## src/rtl/adc_mv_bcd_if.sv

```systemverilog
// Sample/display handshake between the ADC reader, the mV converter
// and the seven-segment display driver.
interface adc_mv_bcd_if;
    logic [7:0]  adc_data;
    logic        adc_valid;
    logic        busy;
    logic [31:0] dsp_data;
    logic        dsp_valid;

    modport master (
        output adc_data, adc_valid,
        input  busy, dsp_data, dsp_valid
    );

    modport slave (
        input  adc_data, adc_valid,
        output busy, dsp_data, dsp_valid
    );
endinterface

```

## src/rtl/adc_mv_bcd.sv

```systemverilog
// Raw 8-bit ADC code -> rounded millivolts -> BCD display word, using
// one multiply, a serial divide by 255 and serial double-dabble.
module adc_mv_bcd #(
    parameter int VREF_MV  = 3300,
    parameter bit SHOW_RAW = 1'b1
) (
    input  logic         sys_clk,
    input  logic         sys_rst,
    adc_mv_bcd_if.slave  bus
);
    typedef enum logic [2:0] {IDLE, MUL, DIV, BCD, DONE} state_t;

    localparam logic [19:0] VREF    = 20'(VREF_MV);
    localparam logic [8:0]  DIVISOR = 9'd255;

    state_t      state;
    logic [7:0]  raw_q;
    logic [19:0] prod;
    logic [7:0]  rem;
    logic [4:0]  cnt;
    logic [15:0] bcd;
    logic [11:0] bin;
    logic [31:0] dsp_data;
    logic        dsp_valid;
    logic        busy;

    logic [8:0]  trial;
    logic        ge;
    logic [8:0]  diff;
    logic [15:0] adj;

    // The dividend shifts out of prod MSB-first while quotient bits shift in
    // at the bottom, so prod ends up holding the quotient.
    always_comb begin
        trial = {rem, prod[19]};
        ge    = (trial >= DIVISOR);
        diff  = trial - DIVISOR;
        adj   = bcd;
        for (int i = 0; i < 4; i++) begin
            if (bcd[i*4 +: 4] >= 4'd5)
                adj[i*4 +: 4] = bcd[i*4 +: 4] + 4'd3;
        end
    end

    always_ff @(posedge sys_clk or posedge sys_rst) begin
        if (sys_rst) begin
            state     <= IDLE;
            raw_q     <= '0;
            prod      <= '0;
            rem       <= '0;
            cnt       <= '0;
            bcd       <= '0;
            bin       <= '0;
            dsp_data  <= '0;
            dsp_valid <= 1'b0;
            busy      <= 1'b0;
        end else begin
            dsp_valid <= 1'b0;
            unique case (state)
                IDLE: begin
                    if (bus.adc_valid) begin
                        raw_q <= bus.adc_data;
                        rem   <= '0;
                        cnt   <= '0;
                        busy  <= 1'b1;
                        state <= MUL;
                    end
                end
                MUL: begin
                    prod  <= 20'(raw_q) * VREF + 20'd127;
                    state <= DIV;
                end
                DIV: begin
                    rem  <= ge ? diff[7:0] : trial[7:0];
                    prod <= {prod[18:0], ge};
                    cnt  <= cnt + 5'd1;
                    if (cnt == 5'd19) begin
                        bin   <= {prod[10:0], ge};
                        bcd   <= '0;
                        cnt   <= '0;
                        state <= BCD;
                    end
                end
                BCD: begin
                    bcd <= {adj[14:0], bin[11]};
                    bin <= {bin[10:0], 1'b0};
                    cnt <= cnt + 5'd1;
                    if (cnt == 5'd11)
                        state <= DONE;
                end
                DONE: begin
                    dsp_data  <= {SHOW_RAW ? raw_q : 8'h00, 8'h00, bcd};
                    dsp_valid <= 1'b1;
                    busy      <= 1'b0;
                    state     <= IDLE;
                end
                default: state <= IDLE;
            endcase
        end
    end

    assign bus.dsp_data  = dsp_data;
    assign bus.dsp_valid = dsp_valid;
    assign bus.busy      = busy;
endmodule

```

## src/flat_wrapper.sv

```systemverilog
// flat-port wrapper written by rule: the top's interface ports become plain ports
module adc_mv_bcd_flat 
#(
    parameter int VREF_MV  = 3300,
    parameter bit SHOW_RAW = 1'b1
)
  (sys_clk, sys_rst, bus_adc_data, bus_adc_valid, bus_busy, bus_dsp_data, bus_dsp_valid);
  adc_mv_bcd_if bus_i ();
  input  logic sys_clk;
  input  logic sys_rst;
  input wire logic [$bits(bus_i.adc_data)-1:0] bus_adc_data;
  input wire logic [$bits(bus_i.adc_valid)-1:0] bus_adc_valid;
  output wire logic [$bits(bus_i.busy)-1:0] bus_busy;
  output wire logic [$bits(bus_i.dsp_data)-1:0] bus_dsp_data;
  output wire logic [$bits(bus_i.dsp_valid)-1:0] bus_dsp_valid;
  assign bus_i.adc_data = bus_adc_data;
  assign bus_i.adc_valid = bus_adc_valid;
  assign bus_busy = bus_i.busy;
  assign bus_dsp_data = bus_i.dsp_data;
  assign bus_dsp_valid = bus_i.dsp_valid;
  adc_mv_bcd #(.VREF_MV(VREF_MV), .SHOW_RAW(SHOW_RAW)) u_core (.sys_clk(sys_clk), .sys_rst(sys_rst), .bus(bus_i));
endmodule
```

## config.mk

```make
export PLATFORM = sky130hd
export DESIGN_NAME = adc_mv_bcd_flat
export DESIGN_NICKNAME = d
export VERILOG_FILES = /design/src/rtl/adc_mv_bcd_if.sv /design/src/rtl/adc_mv_bcd.sv /design/src/flat_wrapper.sv
export SDC_FILE = /design/constraint.sdc
export NUM_CORES = 1
export LEC_CHECK = 0
export ABC_CLOCK_PERIOD_IN_PS = 10190
export BUFFER_PORTS_ARGS = -buffer_cell sky130_fd_sc_hd__buf_2
export CORE_MARGIN = 5
export CORE_UTILIZATION = 60
export CTS_CLUSTER_DIAMETER = 150
export DETAILED_ROUTE_END_ITERATION = 7
export HOLD_SLACK_MARGIN = 0.12
export PLACE_DENSITY = 0.9
export SYNTH_ARGS = -nofsm -noshare
export SYNTH_HDL_FRONTEND = slang
export SYNTH_SLANG_ARGS = --single-unit
```

## constraint.sdc

```tcl
create_clock -name sys_clk -period 10.19 [get_ports sys_clk]
set_input_delay 2.038 -clock sys_clk [delete_from_list [all_inputs] [get_ports sys_clk]]
set_output_delay 2.038 -clock sys_clk [all_outputs]
set_load 0.02 [all_outputs]
```

==> results of run 1 <==
-- per-layer routing --
layer	global-route usage	vias up
li1	-	2128
met4	0.06650	0
met3	0.04803	28
met2	0.3701	99
met5	0	-
met1	0.2465	2254
-- per-stage QoR --
stage                     cell area, um^2  std cells
after floorplan                      6166        597
after global placement               6407        745
after detailed placement             6407        745
after CTS                            6600        761
after global routing                 6600        761
final                                6600        761
-- sequential cells by signal (all words and copies together) (netlist names) --
signal,count
u_core.rem,8
u_core.bus.dsp_data,24
u_core.bin,12
u_core.cnt,5
u_core.prod,20
u_core.state,3
u_core.bcd,16
u_core.raw_q,8
u_core.bus.busy,1
u_core.bus.dsp_valid,1
-- critical path: stages, from the launching register on --
cell	delay (ps)
dfrtp_1	480
fa_1	560
inv_1	50
fa_1	480
inv_1	60
fa_1	510
inv_1	60
fa_1	530
inv_1	40
ha_1	430
nand3_2	140
and2_4	190
o311a_4	390
nor4_4	270
nand4_1	140
xnor2_1	150
o21ai_1	80
-- final timing paths --
path | slack, ps | to | startpoint
max in group asynchronous | 7320 | u_core.prod[19] | sys_rst
max reg2reg | 5480 | u_core.prod[19] | u_core.raw_q[5]
min in group asynchronous | 1690 | u_core.bus.dsp_data[13] | sys_rst
min reg2reg | 500 | u_core.bin[4] | u_core.bin[3]
min | 500 | u_core.bin[4] | u_core.bin[3]
max | 5480 | u_core.prod[19] | u_core.raw_q[5]
-- logic make-up (layout without fill, tap and decap cells) --
family                   Yosys count  count (layout)  share of synthesized area
other                              1               8                  0.0006108
AO/OA/AOI/OAI                    138             138                     0.1482
XOR/XNOR                          35              35                    0.05237
AND/OR/NAND/NOR                  141             141                     0.1178
multiplexers                      41              41                    0.07255
adder cells (fa/ha/maj)           69              69                     0.1614
flip-flops                        98              98                     0.3994
buffers and inverters             67              95                    0.04769
-- layout by cell type (no fill, tap or decap), types with 3 or more instances in the layout --
cell type  synthesis  layout
a21oi_1           20      20
o211ai_1           4       4
mux2_2            27      27
nor2_1            22      22
dfrtp_1           98      98
fa_1              17      17
mux2i_1           13      13
o21ai_0           28      28
inv_6              0       3
inv_1             39      38
conb_1             1       8
o21bai_1           3       3
o31ai_1            9       9
xor2_1            18      18
nand3_1           14      14
a32o_1             4       4
a221o_1            4       4
buf_4              8       4
ha_1              52      52
nor2b_1            6       6
nor3_1             3       3
nand2b_1           9       9
o21ai_1           26      26
xnor2_1           15      15
buf_2              2      36
o22ai_1            9       9
nand2_1           57      57
a22oi_1           14      14
clkbuf_8           0       9
-- cell type report --
class,instances,area share
tap,136,0.02578
multi-input combinational,432,0.5192
inverter,39,0.02237
sequential,98,0.3716
timing repair buffer,40,0.03185
clock buffer,11,0.01991
clock inverter,5,0.009289
==> impl_metrics.json, run 1 <==
{
  "status": "finished, final reports clean",
  "finalHoldViolCount": 0,
  "ioPinCount": 45,
  "yosys-top-cells-area": "dfrtp_1 40%, ha_1 11%, fa_1 5.5%",
  "area_delta_synth_final_pct": 7.499,
  "worstPathRequired_ps": 10420,
  "grt_pass1_wl_um": 21440,
  "std_cell_rows": 37,
  "vias_per_cell": 5.925,
  "hpwl_um": 9066,
  "worst_slew_pin_slew_ps": 1341,
  "numCtsBuffers": 9,
  "clkLatencyLatePin_ps": 380,
  "cp-end-kind": "register",
  "yosys_most_used_dff": "dfrtp_1",
  "setup_ws_ps": 5484,
  "yosysTopAreaCellShare": 0.3994,
  "wl_met3_um": 451,
  "hold-path-cell-count": 2,
  "multi_input_area_um2": 3427,
  "synthArstFlopShare": 1.000,
  "vias": 4509,
  "wl_met2_um": 6573,
  "synth_cells": 590,
  "totalWireLength_um": 12340,
  "worstRegToRegCells": 16,
  "core-area_um2": 10140,
  "min-delay-path-class": "register to register",
  "worst_clock_skew_ps": 14.91,
  "routedWlPerCell_um": 16.21,
  "final_layout_size_suffix_gt1_frac": 0.1616,
  "die_y_um": 111.2,
  "drv_slew": 0,
  "seqCellArea_um2": 2452,
  "worstPathMaxFanout": 8,
  "fin_util": 0.6510,
  "setup_viol": 0,
  "crit_type": "register to register",
  "cts_resized": 0,
  "routed.top_layer": "met4",
  "synth_top_area_cell": "dfrtp_1",
  "path_clk_slew_ps": 100,
  "initialDrtViolationCount": 333,
  "grt-ovfl-total": 0,
  "cts_max_path_buffers": 2,
  "grt_pass1_vias": 4661,
  "yosysUniqueCellTypes": 70,
  "crit_arrival_ps": 4930,
  "fin_crit_sh": 0.4618,
  "hold_slack_ps": 502.2,
  "dieArea_um2": 12360,
  "antenna_found_initial": 0,
  "cts_setup_buffers": 0,
  "io_buffers": 36,
  "final_nets": 700,
  "yosysWarnings": 0,
  "synth_most_common_cell": "dfrtp_1",
  "diodes": 0,
  "syn_area_um2": 6140,
  "rsz0062_at_grt": "false",
  "hold_buffers": 0,
  "layout_min_cycle_time_ps": 4706,
  "place_ws_ps": 5537,
  "grt_max_degree": 65,
  "first_pass_iters": 4,
  "cp-start-kind": "register",
  "maxCapViolations": 0,
  "wl_met1_um": 5048,
  "relSlewSlack": 0.1048,
  "final_antenna_net_count": 0,
  "grtUsageTotal": 0.2070,
  "die_width_um": 111.2,
  "initial_core_util": 0.6056,
  "cts.sinks": 98,
  "fin_tns_setup_ps": 0,
  "gp_congestion": 0.9616,
  "drc": 0,
  "syn_area_per_cell_um2": 10.41,
  "synth_seq_cells": 98,
  "synth_common_cells": "98 x dfrtp_1, 57 x nand2_1, 52 x ha_1",
  "cts_root_buf": "clkbuf_8",
  "max_freq_ghz": 0.2125,
  "cts_tree": "built",
  "cts.htree.levels": 3,
  "fillCellCount": 717,
  "synth-edff-count": 0,
  "ys_seq_area_frac": 0.3994
}
Power of run 1 is not shown: default switching activity piles up to over one toggle a cycle in this logic, so the estimate is an artifact.
==> inputs of run 2 (changes only) <==
- ABC_CLOCK_PERIOD_IN_PS: 10190 -> 4230
- CORE_UTILIZATION: 60 -> 55
- PLACE_DENSITY: 0.9 -> 0.88
- clock period: 10.19 -> 4.23 ns (I/O delays scaled with it)
==> run 2 against run 1 <==
- the run now ends with negative setup slack left
- critical path depth increased by 2
- clock-buffer cell count shrank 1
- wire length increased by 7.3%
- global-route usage fell by 0.20 points
- hold slack lost 37 ps
- setup slack lost 5700 ps
- via count grew 3.5%
- cell area up 5.7%
- clock skew rose by 1.2 ps
- critical endpoint is now u_core.prod[18]
- highest routed layer unchanged
==> impl_metrics.json, run 2 (synthesis gave the netlist of run 1 again) <==
{
  "status": "finished with violations",
  "violations": "negative setup slack",
  "fin_cells": 795,
  "gp_congestion": 0.8946,
  "core-area_um2": 10890,
  "initialDrtViolationCount": 355,
  "final_cell_mix": "97 x dfrtp_1, 56 x nand2_1, 49 x ha_1, 36 x inv_1, 36 x buf_2",
  "grtUsageTotal": 0.2050,
  "clkLatencyLatePin_ps": 370,
  "antenna_found_initial": 0,
  "cp-end-kind": "register",
  "numCtsBuffers": 9,
  "hold_buffers": 0,
  "vias": 4667,
  "max_freq_ghz": 0.2273,
  "relSlewSlack": 0.1073,
  "io_buffers": 36,
  "cts_root_buf": "clkbuf_8",
  "reg_top3": "u_core.bus.dsp_data: 24 flops, u_core.prod: 20 flops, u_core.bcd: 16 flops",
  "final_layout_size_suffix_gt1_frac": 0.2244,
  "initial_core_util": 0.5639,
  "final_antenna_net_count": 0,
  "worst_slew_pin_slew_ps": 1338,
  "drv_slew": 0,
  "worst_clock_skew_ps": 16.12,
  "grt_max_degree": 39,
  "cts_tree": "built",
  "routedWlPerCell_um": 16.65,
  "min-delay-path-class": "input pin to asynchronous set/reset pin",
  "max_flop_register": "u_core.bus.dsp_data",
  "ioPinCount": 45,
  "final_nets": 731,
  "totalWireLength_um": 13240,
  "area_delta_synth_final_pct": 13.65,
  "crit_type": "register to register",
  "setup_ws_ps": -169.4,
  "std_cell_rows": 38,
  "layout_min_cycle_time_ps": 4399,
  "worstPathRequired_ps": 4460,
  "cts.htree.levels": 3,
  "first_pass_iters": 5,
  "hpwl_um": 9584,
  "place_ws_ps": -152.2,
  "grt_pass1_wl_um": 21920,
  "cp-start-kind": "register",
  "grt-ovfl-total": 0,
  "worstPathMaxFanout": 6,
  "die_y_um": 115.7,
  "dieArea_um2": 13380,
  "diodes": 0,
  "cts_max_path_buffers": 2,
  "mostFrequentLayoutCell": "dfrtp_1",
  "die_width_um": 115.7,
  "drc": 0,
  "path_clk_slew_ps": 100,
  "crit_arrival_ps": 4630,
  "dp.cells": 769,
  "largest_reg_flops": 24,
  "fin_crit_sh": 1.040,
  "grt_pass1_vias": 4777,
  "rsz0062_at_grt": "true",
  "setup_viol": 4,
  "vias_per_cell": 5.870,
  "maxCapViolations": 0,
  "finalHoldViolCount": 0,
  "cts.sinks": 98
}
-- run 2: timing repair --
item / in CTS / in global routing
pin swaps: 16 / 4
endpoints found under the hold margin: 0 / 0
endpoints found under the setup margin: 6 / 7
cloned: 0 / 0
buffers inserted: 7 / 4
resized for setup: 10 / 10
-- run 2: area by class of cell --
class / count / area (um^2)
Timing Repair Buffer: 71 / 450.4
Multi-Input combinational cell: 432 / 3526
Clock buffer: 10 / 137.6
Clock inverter: 5 / 87.58
Inverter: 39 / 147.6
Sequential cell: 98 / 2454
Tap cell: 140 / 175.2
Fill cell: 783 / 3910
-- run 2: critical path, cell delays in order (launching register included) --
cell	delay, ps
dfrtp_1	410
fa_1	550
inv_1	50
fa_1	470
inv_1	50
fa_1	490
inv_2	40
fa_1	500
inv_2	50
ha_4	320
o211ai_1	110
nand2_1	120
o211ai_1	180
a221oi_2	370
buf_4	180
nor4_4	40
nand2_1	100
xor2_1	160
o21ai_1	70
-- run 2: path summary, 6_finish.rpt --
| check | startpoint | end | slack [ps] | cells after the start |
|---|---|---|---|---|
| max in group asynchronous | sys_rst | u_core.prod[11] | 2910 | 3 |
| hold reg to reg | u_core.bin[10] | u_core.bin[11] | 490 | 2 |
| setup / recovery | u_core.raw_q[7] | u_core.prod[18] | -170 | 18 |
| min in group sys_clk | u_core.bin[10] | u_core.bin[11] | 490 | 2 |
| hold / removal | sys_rst | u_core.bcd[12] | 470 | 2 |
| setup reg to reg | u_core.raw_q[7] | u_core.prod[18] | -170 | 18 |
-- run 2: metal layers --
layer  track usage  part of all wire
met5             0                 0
met4       0.07347             0.027
met3       0.04282             0.038
met2        0.3758              0.53
met1        0.2368              0.40
-- run 2: stage by stage --
| stage | utilization | area [um^2] | TNS [ps] | hold WS (ps) |
|---|---|---|---|---|
| after global routing | 0.6409 | 6978 | -1437 | 489.4 |
| final | 0.6409 | 6978 | -434.3 | 465.4 |
| after CTS | 0.6340 | 6903 | -72.96 | 475.9 |
| after detailed placement | 0.6040 | 6576 | -450.9 | 475.9 |
| after floorplan | - | 6180 | 0 | 447.8 |
| after global placement | 0.6040 | 6576 | 0 | 469.1 |
Power of run 2 is left out for the same reason.
==> inputs of run 3 (changes only) <==
- PLACE_DENSITY: 0.88 -> default
- PLACE_DENSITY_LB_ADDON: default -> 0.08
==> run 3 against run 2 <==
- the run still ends with negative setup slack left
- clock skew fell by 2.9 ps
- setup slack improved by 130 ps
- core utilization fell by 0.36 points
- cell count fell by 0.63%
- critical endpoint is now u_core.prod[17]
==> impl_metrics.json, run 3 (synthesis gave the netlist of run 1 again) <==
{
  "mostFrequentLayoutCell": "dfrtp_1",
  "first_pass_iters": 4,
  "hpwl_um": 9075,
  "fillCellCount": 920,
  "cts_root_buf": "clkbuf_8",
  "totalWireLength_um": 12220,
  "std_cell_rows": 38,
  "crit_type": "register to register",
  "area_delta_synth_final_pct": 13.02,
  "final_antenna_net_count": 0,
  "status": "finished with violations",
  "diodes": 0,
  "max_flop_register": "u_core.bus.dsp_data",
  "fin_util": 0.6373,
  "final_cell_mix": "97 x dfrtp_1, 56 x nand2_1, 49 x ha_1, 36 x buf_2, 35 x inv_1",
  "grtUsageTotal": 0.1955,
  "dp.cells": 769,
  "place_ws_ps": -116.5,
  "worst_slew_pin_slew_ps": 989.0,
  "rsz0062_at_grt": "true",
  "antenna_found_initial": 0,
  "cp-end-kind": "register",
  "grt-ovfl-total": 0,
  "worst_clock_skew_ps": 13.20,
  "maxCapViolations": 0,
  "die_width_um": 115.7,
  "drc": 0,
  "ioPinCount": 45,
  "fin_crit_sh": 1.008,
  "vias_per_cell": 5.646,
  "final_nets": 725,
  "max_freq_ghz": 0.2344,
  "reg_top3": "u_core.bus.dsp_data: 24 flops, u_core.prod: 20 flops, u_core.bcd: 16 flops",
  "vias": 4460,
  "min-delay-path-class": "register to register",
  "drv_slew": 0,
  "clkLatencyLatePin_ps": 380,
  "io_buffers": 36,
  "setup_viol": 2,
  "final_layout_size_suffix_gt1_frac": 0.2169,
  "initial_core_util": 0.5639,
  "cts_tree": "built",
  "largest_reg_flops": 24,
  "setup_ws_ps": -35.95,
  "path_clk_slew_ps": 100,
  "violations": "negative setup slack",
  "cts.sinks": 98,
  "core-area_um2": 10890,
  "seqCellArea_um2": 2454,
  "cts.htree.levels": 3,
  "dieArea_um2": 13380,
  "routedWlPerCell_um": 15.46,
  "cp-start-kind": "register",
  "initialDrtViolationCount": 341,
  "grt_pass1_vias": 4706,
  "finalHoldViolCount": 0,
  "cts_max_path_buffers": 2,
  "relSlewSlack": 0.3407,
  "worstPathMaxFanout": 7,
  "grt_pass1_wl_um": 21290,
  "grt_max_degree": 78,
  "crit_arrival_ps": 4510,
  "fin_cells": 790,
  "multi_input_area_um2": 3517,
  "layout_min_cycle_time_ps": 4266,
  "worstPathRequired_ps": 4470,
  "die_y_um": 115.7,
  "gp_congestion": 0.8330,
  "numCtsBuffers": 9
}
-- run 3: changes by cell type in the layout (fill, tap and decap cells not counted), sizes merged --
cell	before	now
buf	71	65
bufinv	2	3
-- run 3: worst paths after layout --
check / startpoint / to / slack [ps] / cells past startpoint
worst max register to register: u_core.raw_q[7] / u_core.prod[17] / -40 / 18
max in group asynchronous: sys_rst / u_core.bcd[2] / 2740 / 3
min in group asynchronous: sys_rst / u_core.bus.dsp_data[25] / 660 / 2
worst max-delay path: u_core.raw_q[7] / u_core.prod[17] / -40 / 18
worst min register to register: u_core.bin[3] / u_core.bin[4] / 500 / 2
worst min-delay path: u_core.bin[3] / u_core.bin[4] / 500 / 2
-- run 3: worst max-delay path, stage by stage (launching register included) --
cell and delay (ps):
dfrtp_1 420, fa_1 540, inv_1 50, fa_1 470, inv_1 50, fa_1 510, inv_2 40, fa_1 500
inv_2 50, ha_4 310, o211ai_1 100, nand2_1 100, o211ai_1 90, buf_4 160, a221oi_4 300, buf_4 180
nor4_4 30, xnor2_1 150, o21ai_1 70
-- run 3: per-stage QoR --
step           hold slack (ps)  instance area, um^2  setup TNS (ps)
2_1_floorplan            447.8                 6180               0
3_3_place_gp             464.0                 6578          -4.385
6_report                 498.5                 6939          -43.67
4_1_cts                  505.0                 6872          -61.73
3_5_place_dp             480.7                 6578          -296.8
5_1_grt                  524.8                 6939          -976.0
-- run 3: repair_timing --
action,in CTS,in global routing
hold buffers,0,0
setup buffers,4,1
pin swaps,10,10
resized for setup,5,14
endpoints found under the setup margin,4,7
-- run 3: final cells by class --
class | count | area share
tap | 140 | 0.02524
clock inverter | 6 | 0.01659
timing repair buffer | 65 | 0.05788
sequential | 98 | 0.3536
clock buffer | 10 | 0.01839
multi-input combinational | 432 | 0.5069
inverter | 39 | 0.02146
-- run 3: routing by layer --
layer  GRT usage  share of wire  up-vias
li1            -              -     2164
met1      0.2454           0.44     2210
met2      0.3441           0.51       66
met3     0.03446          0.030       20
met4     0.06265          0.015        0
met5           0              0        -
Power of run 3 is left out for the same reason.
